==> src/rtl/usb_crc_encoder_pkg.sv <==
// rtl/usb_crc_encoder_pkg.sv - shared types and constants for the USB packet encoder
// Holds the encoder state type, PID classification constants, CRC polynomials,
// presets and receiver residues, and token field widths.
package usb_pkg;

  typedef enum logic [1:0] {IDLE, PID, BODY, CRC} encState_t;

  localparam logic [3:0] PID_DATA     = 4'b1100;
  localparam logic [2:0] TOKEN_PREFIX = 3'b100;

  // Polynomials are written without the implicit x^WIDTH term.
  localparam logic [4:0]  CRC5_POLY     = 5'b00101;
  localparam logic [4:0]  CRC5_INIT     = 5'b11111;
  localparam logic [4:0]  CRC5_RESIDUE  = 5'b01100;
  localparam logic [15:0] CRC16_POLY    = 16'h8005;
  localparam logic [15:0] CRC16_INIT    = 16'hFFFF;
  localparam logic [15:0] CRC16_RESIDUE = 16'h800D;

  localparam int ADDR_W = 7;
  localparam int ENDP_W = 4;

endpackage

==> src/rtl/usb_crc_encoder_crc.sv <==
// rtl/usb_crc_encoder_crc.sv - serial LFSR CRC generator
// Ports: clk, rst (async, active high), en (absorb bitIn this cycle),
// clr (return to INIT), bitIn (serial data), crc (parallel value).
// crc already includes the bit being absorbed when en is high, so a caller can
// capture the final CRC on the same edge that consumes the last message bit.
module crc_serial_gen #(
  parameter int               WIDTH = 5,
  parameter logic [WIDTH-1:0] POLY  = '0,
  parameter logic [WIDTH-1:0] INIT  = '1
) (
  input  logic             clk,
  input  logic             rst,
  input  logic             en,
  input  logic             clr,
  input  logic             bitIn,
  output logic [WIDTH-1:0] crc
);

  logic [WIDTH-1:0] q;
  logic [WIDTH-1:0] nxt;
  logic             fb;

  always_comb begin
    fb  = bitIn ^ q[WIDTH-1];
    nxt = {q[WIDTH-2:0], 1'b0} ^ (fb ? POLY : '0);
  end

  always_ff @(posedge clk or posedge rst) begin
    if (rst) begin
      q <= INIT;
    end else if (clr) begin
      q <= INIT;
    end else if (en) begin
      q <= nxt;
    end
  end

  assign crc = en ? nxt : q;

endmodule

==> src/rtl/usb_crc_encoder.sv <==
// rtl/usb_crc_encoder.sv - parallel USB packet to serial bit stream with CRC5/CRC16
// Ports: clk, rst (async, active high); pktInAvail/readyIn load handshake with
// pid, addr, endp, data; bitOut/bitOutAvail/readyOut serial output handshake;
// done marks the transfer of the last bit of a packet.
// Optional macro USB_ENC_ERR_INJECT_EN adds input errInject, which corrupts the
// last CRC bit of token/data packets loaded with it high.
module usb_crc_encoder
  import usb_pkg::*;
#(
  parameter int DATA_BITS = 64
) (
  input  logic                 clk,
  input  logic                 rst,
  input  logic                 pktInAvail,
  output logic                 readyIn,
  input  logic [3:0]           pid,
  input  logic [ADDR_W-1:0]    addr,
  input  logic [ENDP_W-1:0]    endp,
  input  logic [DATA_BITS-1:0] data,
`ifdef USB_ENC_ERR_INJECT_EN
  input  logic                 errInject,
`endif
  output logic                 bitOut,
  output logic                 bitOutAvail,
  input  logic                 readyOut,
  output logic                 done
);

  // Body area must hold either a token's addr+endp or the data payload.
  localparam int TOK_W  = ADDR_W + ENDP_W;
  localparam int BODY_W = (DATA_BITS > TOK_W) ? DATA_BITS : TOK_W;
  localparam int SW     = 8 + BODY_W;

  encState_t   state;
  logic [6:0]  cnt;
  logic [6:0]  last_cnt;
  logic [SW-1:0] sreg;
  logic [SW-1:0] sreg_load;
  logic [15:0] crc_sr;
  logic [15:0] crc_load;
  logic        is_tok;
  logic        is_data;
  logic        inj;
  logic [4:0]  crc5;
  logic [15:0] crc16;
  logic        xfer;
  logic        last;
  logic        load;
  logic        body_xfer;

  assign readyIn     = (state == IDLE);
  assign bitOutAvail = (state != IDLE);
  assign xfer        = bitOutAvail && readyOut;
  assign load        = pktInAvail && readyIn;
  assign body_xfer   = xfer && (state == BODY);
  assign bitOut      = (state == CRC) ? crc_sr[15] : sreg[SW-1];
  assign last        = (cnt == last_cnt);
  assign done        = xfer && last &&
                       ((state == CRC) || ((state == PID) && !is_tok && !is_data));

  // Packet is left-justified so the PID MSB sits at the shift-out end.
  always_comb begin
    sreg_load = SW'({pid, ~pid}) << BODY_W;
    if (pid[3:1] == TOKEN_PREFIX) begin
      sreg_load = SW'({pid, ~pid, addr, endp}) << (BODY_W - TOK_W);
    end else if (pid == PID_DATA) begin
      sreg_load = SW'({pid, ~pid, data}) << (BODY_W - DATA_BITS);
    end
  end

  // CRC5 is placed in the top bits so both CRCs leave from crc_sr[15].
  always_comb begin
    crc_load = is_tok ? {~crc5, 11'b0} : ~crc16;
    if (inj) begin
      crc_load = crc_load ^ (is_tok ? 16'h0800 : 16'h0001);
    end
  end

  always_comb begin
    last_cnt = 7'd0;
    case (state)
      PID:     last_cnt = 7'd7;
      BODY:    last_cnt = is_tok ? 7'(TOK_W - 1) : 7'(DATA_BITS - 1);
      CRC:     last_cnt = is_tok ? 7'd4 : 7'd15;
      default: last_cnt = 7'd0;
    endcase
  end

`ifndef USB_ENC_ERR_INJECT_EN
  assign inj = 1'b0;
`endif

  always_ff @(posedge clk or posedge rst) begin
    if (rst) begin
      state   <= IDLE;
      cnt     <= '0;
      sreg    <= '0;
      crc_sr  <= '0;
      is_tok  <= 1'b0;
      is_data <= 1'b0;
`ifdef USB_ENC_ERR_INJECT_EN
      inj     <= 1'b0;
`endif
    end else if (load) begin
      state   <= PID;
      cnt     <= '0;
      sreg    <= sreg_load;
      is_tok  <= (pid[3:1] == TOKEN_PREFIX);
      is_data <= (pid == PID_DATA);
`ifdef USB_ENC_ERR_INJECT_EN
      inj     <= errInject;
`endif
    end else if (xfer) begin
      if (state == CRC) begin
        crc_sr <= {crc_sr[14:0], 1'b0};
      end else begin
        sreg <= {sreg[SW-2:0], 1'b0};
      end
      if (last) begin
        cnt <= '0;
        case (state)
          PID:     state <= (is_tok || is_data) ? BODY : IDLE;
          BODY: begin
            state  <= CRC;
            crc_sr <= crc_load;
          end
          default: state <= IDLE;
        endcase
      end else begin
        cnt <= cnt + 7'd1;
      end
    end
  end

  crc_serial_gen #(.WIDTH(5), .POLY(CRC5_POLY), .INIT(CRC5_INIT)) u_crc5 (
    .clk   (clk),
    .rst   (rst),
    .en    (body_xfer && is_tok),
    .clr   (load),
    .bitIn (sreg[SW-1]),
    .crc   (crc5)
  );

  crc_serial_gen #(.WIDTH(16), .POLY(CRC16_POLY), .INIT(CRC16_INIT)) u_crc16 (
    .clk   (clk),
    .rst   (rst),
    .en    (body_xfer && is_data),
    .clr   (load),
    .bitIn (sreg[SW-1]),
    .crc   (crc16)
  );

endmodule

==> config.mk <==
export PLATFORM = sky130hd
export DESIGN_NAME = usb_crc_encoder
export DESIGN_NICKNAME = d
export VERILOG_FILES = /design/src/rtl/usb_crc_encoder_pkg.sv /design/src/rtl/usb_crc_encoder_crc.sv /design/src/rtl/usb_crc_encoder.sv
export SDC_FILE = /design/constraint.sdc
export NUM_CORES = 1
export LEC_CHECK = 0
export ABC_AREA = 1
export CAP_MARGIN = 25
export CORE_UTILIZATION = 40
export CTS_CLUSTER_DIAMETER = 60
export DETAILED_ROUTE_END_ITERATION = 8
export GPL_ROUTABILITY_DRIVEN = 0
export PLACE_DENSITY = 0.67
export SYNTH_ARGS = -nofsm -noshare
export SYNTH_HDL_FRONTEND = slang
export SYNTH_SLANG_ARGS = --single-unit
==> constraint.sdc <==
create_clock -name clk -period 4.6 [get_ports clk]
set_input_delay 0.92 -clock clk [delete_from_list [all_inputs] [get_ports clk]]
set_output_delay 0.92 -clock clk [all_outputs]
set_load 0.02 [all_outputs]
# After elaboration in Yosys (flattened, before gate mapping)
# Cells that the tools add are included.
[word_totals] output_inout_bits=4 in_bits=83 register_bits=120
[op_classes] n_addsub=1 n_mux=27 bitwise_logic=8 eq_ne=7 n_reduce_logical=20
[op_table] operator="$mux 72" count=3
[op_table] operator="$mux 64" count=2
[op_table] operator="$mux 16" count=7
[op_table] operator="$mux 7" count=3
[op_table] operator="$pmux 6 s3" count=1
[op_table] operator="$not 16->16" count=1
[op_table] operator="$xor 16x16->16" count=1
[op_table] operator="$mux 5" count=2
[op_table] operator="$logic_and 1x1->1" count=9
[op_table] operator="$mux 2" count=4
[op_table] operator="$add 7x1->7 const B" count=1
[op_table] operator="$eq 7x7->1" count=1
[op_table] operator="$mux 6" count=1
[op_table] operator="$reduce_and 2->1" count=3
[op_table] operator="$reduce_bool 2->1" count=3
[op_table] operator="$not 5->5" count=1
[op_table] operator="$xor 5x5->5" count=1
[op_table] operator="$eq 2x2->1 const B" count=2
[op_table] operator="$eq 4x4->1 const B" count=1
[op_table] operator="$mux 4" count=1
[op_table] operator="$not 4->4" count=1
[op_table] operator="$pmux 2 s2" count=1
[op_table] operator="$eq 3x3->1 const B" count=1
[op_table] operator="$mux 3" count=1
[op_table] operator="other kinds (8)" count=11

# Longest topological paths before layout
[logic_depth] ltp_word=9 depth_mapped=16 ltp_nobuf=14

# Cells and area by module
# From an unflattened synthesis, not the netlist that was laid out.
[unflattened] hier_cells=779 hier_area_um2=6336.1
[by_module_without_submodules] mod="usb_crc_encoder" seq_area_each_um2=2477.4 cells_each=654 n_inst=1 area_per_inst_um2=5286.3
[by_module_without_submodules] mod="crc_serial_gen at u_crc16" seq_area_each_um2=420.4 cells_each=92 n_inst=1 area_per_inst_um2=789.5
[by_module_without_submodules] mod="crc_serial_gen at u_crc5" seq_area_each_um2=131.4 cells_each=33 n_inst=1 area_per_inst_um2=260.2

# Least setup slack after synthesis
# Ideal clock, no wire load.
[synth_timing] path_type="reg2out" startpoint="register state[0]" endpoint="output port done" arrival_time_ns=1.892 n_path_buf=2 required_ns=3.680 setup_slack_ns=1.788 path_stages_with_launch=13 cell_sequence="dfrtp_1 > inv_2 > ha_1 > buf_2 > nand2_1 > nand2_1 > nand3_1 > nor2_1 > nand2_2 > nor2_8 > buf_6 > nand2_1 > nor2_1"
[synth_via] elab_chain_len=5 elab_cells_between_ends=12 classes_between="eq/ne: 4; mux: 1; reduce/logical: 7"
[synth_rtl] item="start, declared" line="usb_crc_encoder.sv:34" source="encState_t state;"
[synth_rtl] item="start signal, assigned" line="usb_crc_encoder.sv:122" source="PID: state <= (is_tok || is_data) ? BODY : IDLE;"
[synth_rtl] item="$eq 2x2->1, or another cell as far along" line="usb_crc_encoder.sv:59, usb_crc_encoder.sv:81"
[synth_rtl] item="$pmux 6 s3 / $logic_and 1x1->1 (equally long branches)" line="usb_crc_encoder.sv:81, usb_crc_encoder.sv:59"
[synth_rtl] item="$eq 7x7->1 / $logic_and 1x1->1 (equally long branches)" line="usb_crc_encoder.sv:57, usb_crc_encoder.sv:59"
[synth_rtl] item="$logic_and 1x1->1 / $logic_or 1x1->1 (equally long branches)" line="usb_crc_encoder.sv:58, usb_crc_encoder.sv:59"
[synth_rtl] item="$logic_and 1x1->1 *" line="usb_crc_encoder.sv:58" source="assign done = xfer && last &&"
[synth_rtl] item="end, declared" line="usb_crc_encoder.sv:26" source="output logic done"
# Every way passes the cells marked *; elsewhere a longest branch is shown, timed or not.

# Final worst setup path
# Same ends and word-level chain as after synthesis.

==> flow_summary.ini <==
[min_path]
worstHoldPathCells = 2
hold_end = crc_sr[2]
holdCritStartpoint = crc_sr[2]
hp-class = reg -> reg

[detailed_routing]
dr.pass1.iters = 5
drc = 0
wl_mm = 16.4
vias = 6067
post_drt_wl_per_cell_um = 13.9
ant_nets = 0
vias_per_cell = 5.15
drtIter0Drc = 384

[grt]
grt_pass1_vias = 5722
grt_pass1_wl_mm = 28.0
grtUsageTotal = 0.211
overflow = 0
antenna_found_initial = 0
grt_max_degree = 79

[yosys]
syn_nets = 979
synth_area_mm2 = 0.00661
seq_area_frac_synth = 0.458
synth.distinct_cells = 32
synth_cells = 889
yosysWarnings = 0
synth_area_per_cell_um2 = 7.44
ys_seq_elements = 120

[clock_tree]
clock_path_buffers = 2
clockRootBuffer = clkbuf_16
cts_tree = done
hold_buffers = 0
clkTransAtPathRegs_ns = 0.05
cts.htree.levels = 4
cts_resized = 0
numCtsBuffers = 17
clock-sinks = 120
post_cts_buffers = 0
clock_latency_ns = 0.42

[worst_setup_path]
crit_required_ns = 3.68
worstPathMaxFanout = 17
worst_setup_path_start_kind = flip-flop
r2r-start = state[1]
critPathArrivalTime_ns = 3.03
ff2ff_setup_slack_ns = 1.73
r2r-end = sreg[50]
r2r_cells = 10
worst_setup_path_end_kind = output pin
worstSetupPathType = reg -> out

[final_layout]
final_cell_mix = 247 x nand2_1, 99 x dfrtp_1, 91 x inv_1, 86 x clkdlybuf4s50_1, 71 x a21oi_1
syn_to_final_growth_pct = 23.4
drive_above_1_share = 0.0916
layout_commonest_cell = nand2_1
finalNetCount = 1038
antenna_cells = 0
design_area_mm2 = 0.00816

[floorplanning]
io_pins = 87
row_count = 46
die_y_um = 131
start_util = 0.413
core_mm2 = 0.0160
die_x_um = 131
dieArea_mm2 = 0.0170

[pwr]
p_leak_uw = 0.00386
ir_worst_vdd_v = 0.000268
total_power_uw = 4520
power_density_mw_per_mm2 = 555

[timing]
hold_viol = 0
tightest_slew_ns = 1.01
slew_headroom = 0.328
post-route-period-util = 0.859
whs_ns = 0.475
skew_ns = 0.00849
rsz0062_at_grt = false
fmax_mhz = 253
slew_violations = 0
min_period_ns = 3.95
setup_viol = 0
fin_setup_tns_ns = 0

[place]
dp_hpwl_mm = 10.6
io_buffer_count = 86
placed_area_mm2 = 0.00757

[status]
status = finished, final reports clean

[run]
maxCapViolCount = 0
[per-stage QoR]
stage,utilization,std cells,worst slack [ns]
6_report,0.510,1177,0.651
5_1_grt,0.510,1177,0.392
4_1_cts,0.508,1176,0.618
3_5_place_dp,0.473,1144,1.07
3_3_place_gp,0.473,1144,1.11
2_1_floorplan,-,889,0.529
[Yosys cell counts, drive strengths merged]
master,count,area [µm²]
a21oi,71,355
o22ai,5,31.3
nand4,8,50.1
o211ai,1,7.51
nand3,62,310
nor4,1,12.5
or2,3,18.8
dfrtp,99,2480
inv,102,383
xor2,4,35.0
nand2,252,956
xnor2,1,8.76
mux2i,1,10.0
clkbuf,31,116
dfstp,21,552
clkinv,1,3.75
a31oi,65,407
o21bai,1,7.51
nor3,1,5.00
ha,7,87.6
nor2,37,163
o21ai,86,430
o21a,1,7.51
buf,28,178
[state kept, by name (all words and copies together), names as in the netlist]
name       count
u_crc5.q       5
is_tok         1
sreg          72
cnt            7
is_data        1
state          2
u_crc16.q     16
crc_sr        16
[logic make-up (layout without fill, tap and decap cells)]
group	count (synthesis)	in the layout	synth area share
flops	120	120	0.458
xor+xnor	5	5	0.00662
simple gates	364	364	0.229
compound gates	230	230	0.188
mux	1	1	0.00151
fa+ha+maj	7	7	0.0132
buf+inv	162	234	0.103
[metal layers]
metal	part of all wire	GRT usage	wire length, µm	up-vias
li1	-	-	-	3051
met1	0.48	0.295	7840	2832
met2	0.45	0.313	7360	158
met3	0.049	0.0554	803	26
met4	0.021	0.0832	350	0
met5	0	0	0	-
[layout make-up]
| class | count | area [µm²] |
|---|---|---|
| clock buffers | 21 | 460 |
| well taps | 216 | 270 |
| clock inverters | 11 | 98.8 |
| flip-flops and latches | 120 | 3030 |
| inverters | 103 | 389 |
| multi-input cells | 607 | 2920 |
| repair buffers | 99 | 991 |
| fillers | 1584 | 7840 |
[worst max-delay path: stages (launching register included)]
cell and delay, ns:
dfrtp_1 0.46, inv_2 0.14, ha_1 0.31, nand2_1 0.15, nand2_1 0.10, nand3_1 0.07, nor2_1 0.16, nand2_2 0.11
nor2_8 0.27, nand2_1 0.11, nor2_1 0.11, clkdlybuf4s50_1 0.61
[report_power, final]
group          total [µW]  switching [µW]  internal, µW  leakage (µW)
Combinational        1640            1040           607       0.00216
Clock                1260             486           769      0.000269
Sequential           1630             173          1450       0.00143
[worst max path at each step]
stage,end,slack (ns),start
3_3_place_gp,done,1.11,state[0]
3_5_place_dp,done,1.07,state[0]
4_1_cts,done,0.62,state[0]
5_1_grt,done,0.39,state[0]
2_1_floorplan,cnt[0],0.53,rst
6_report,done,0.65,state[0]
Note: power is estimated with default switching activity, not from simulation.
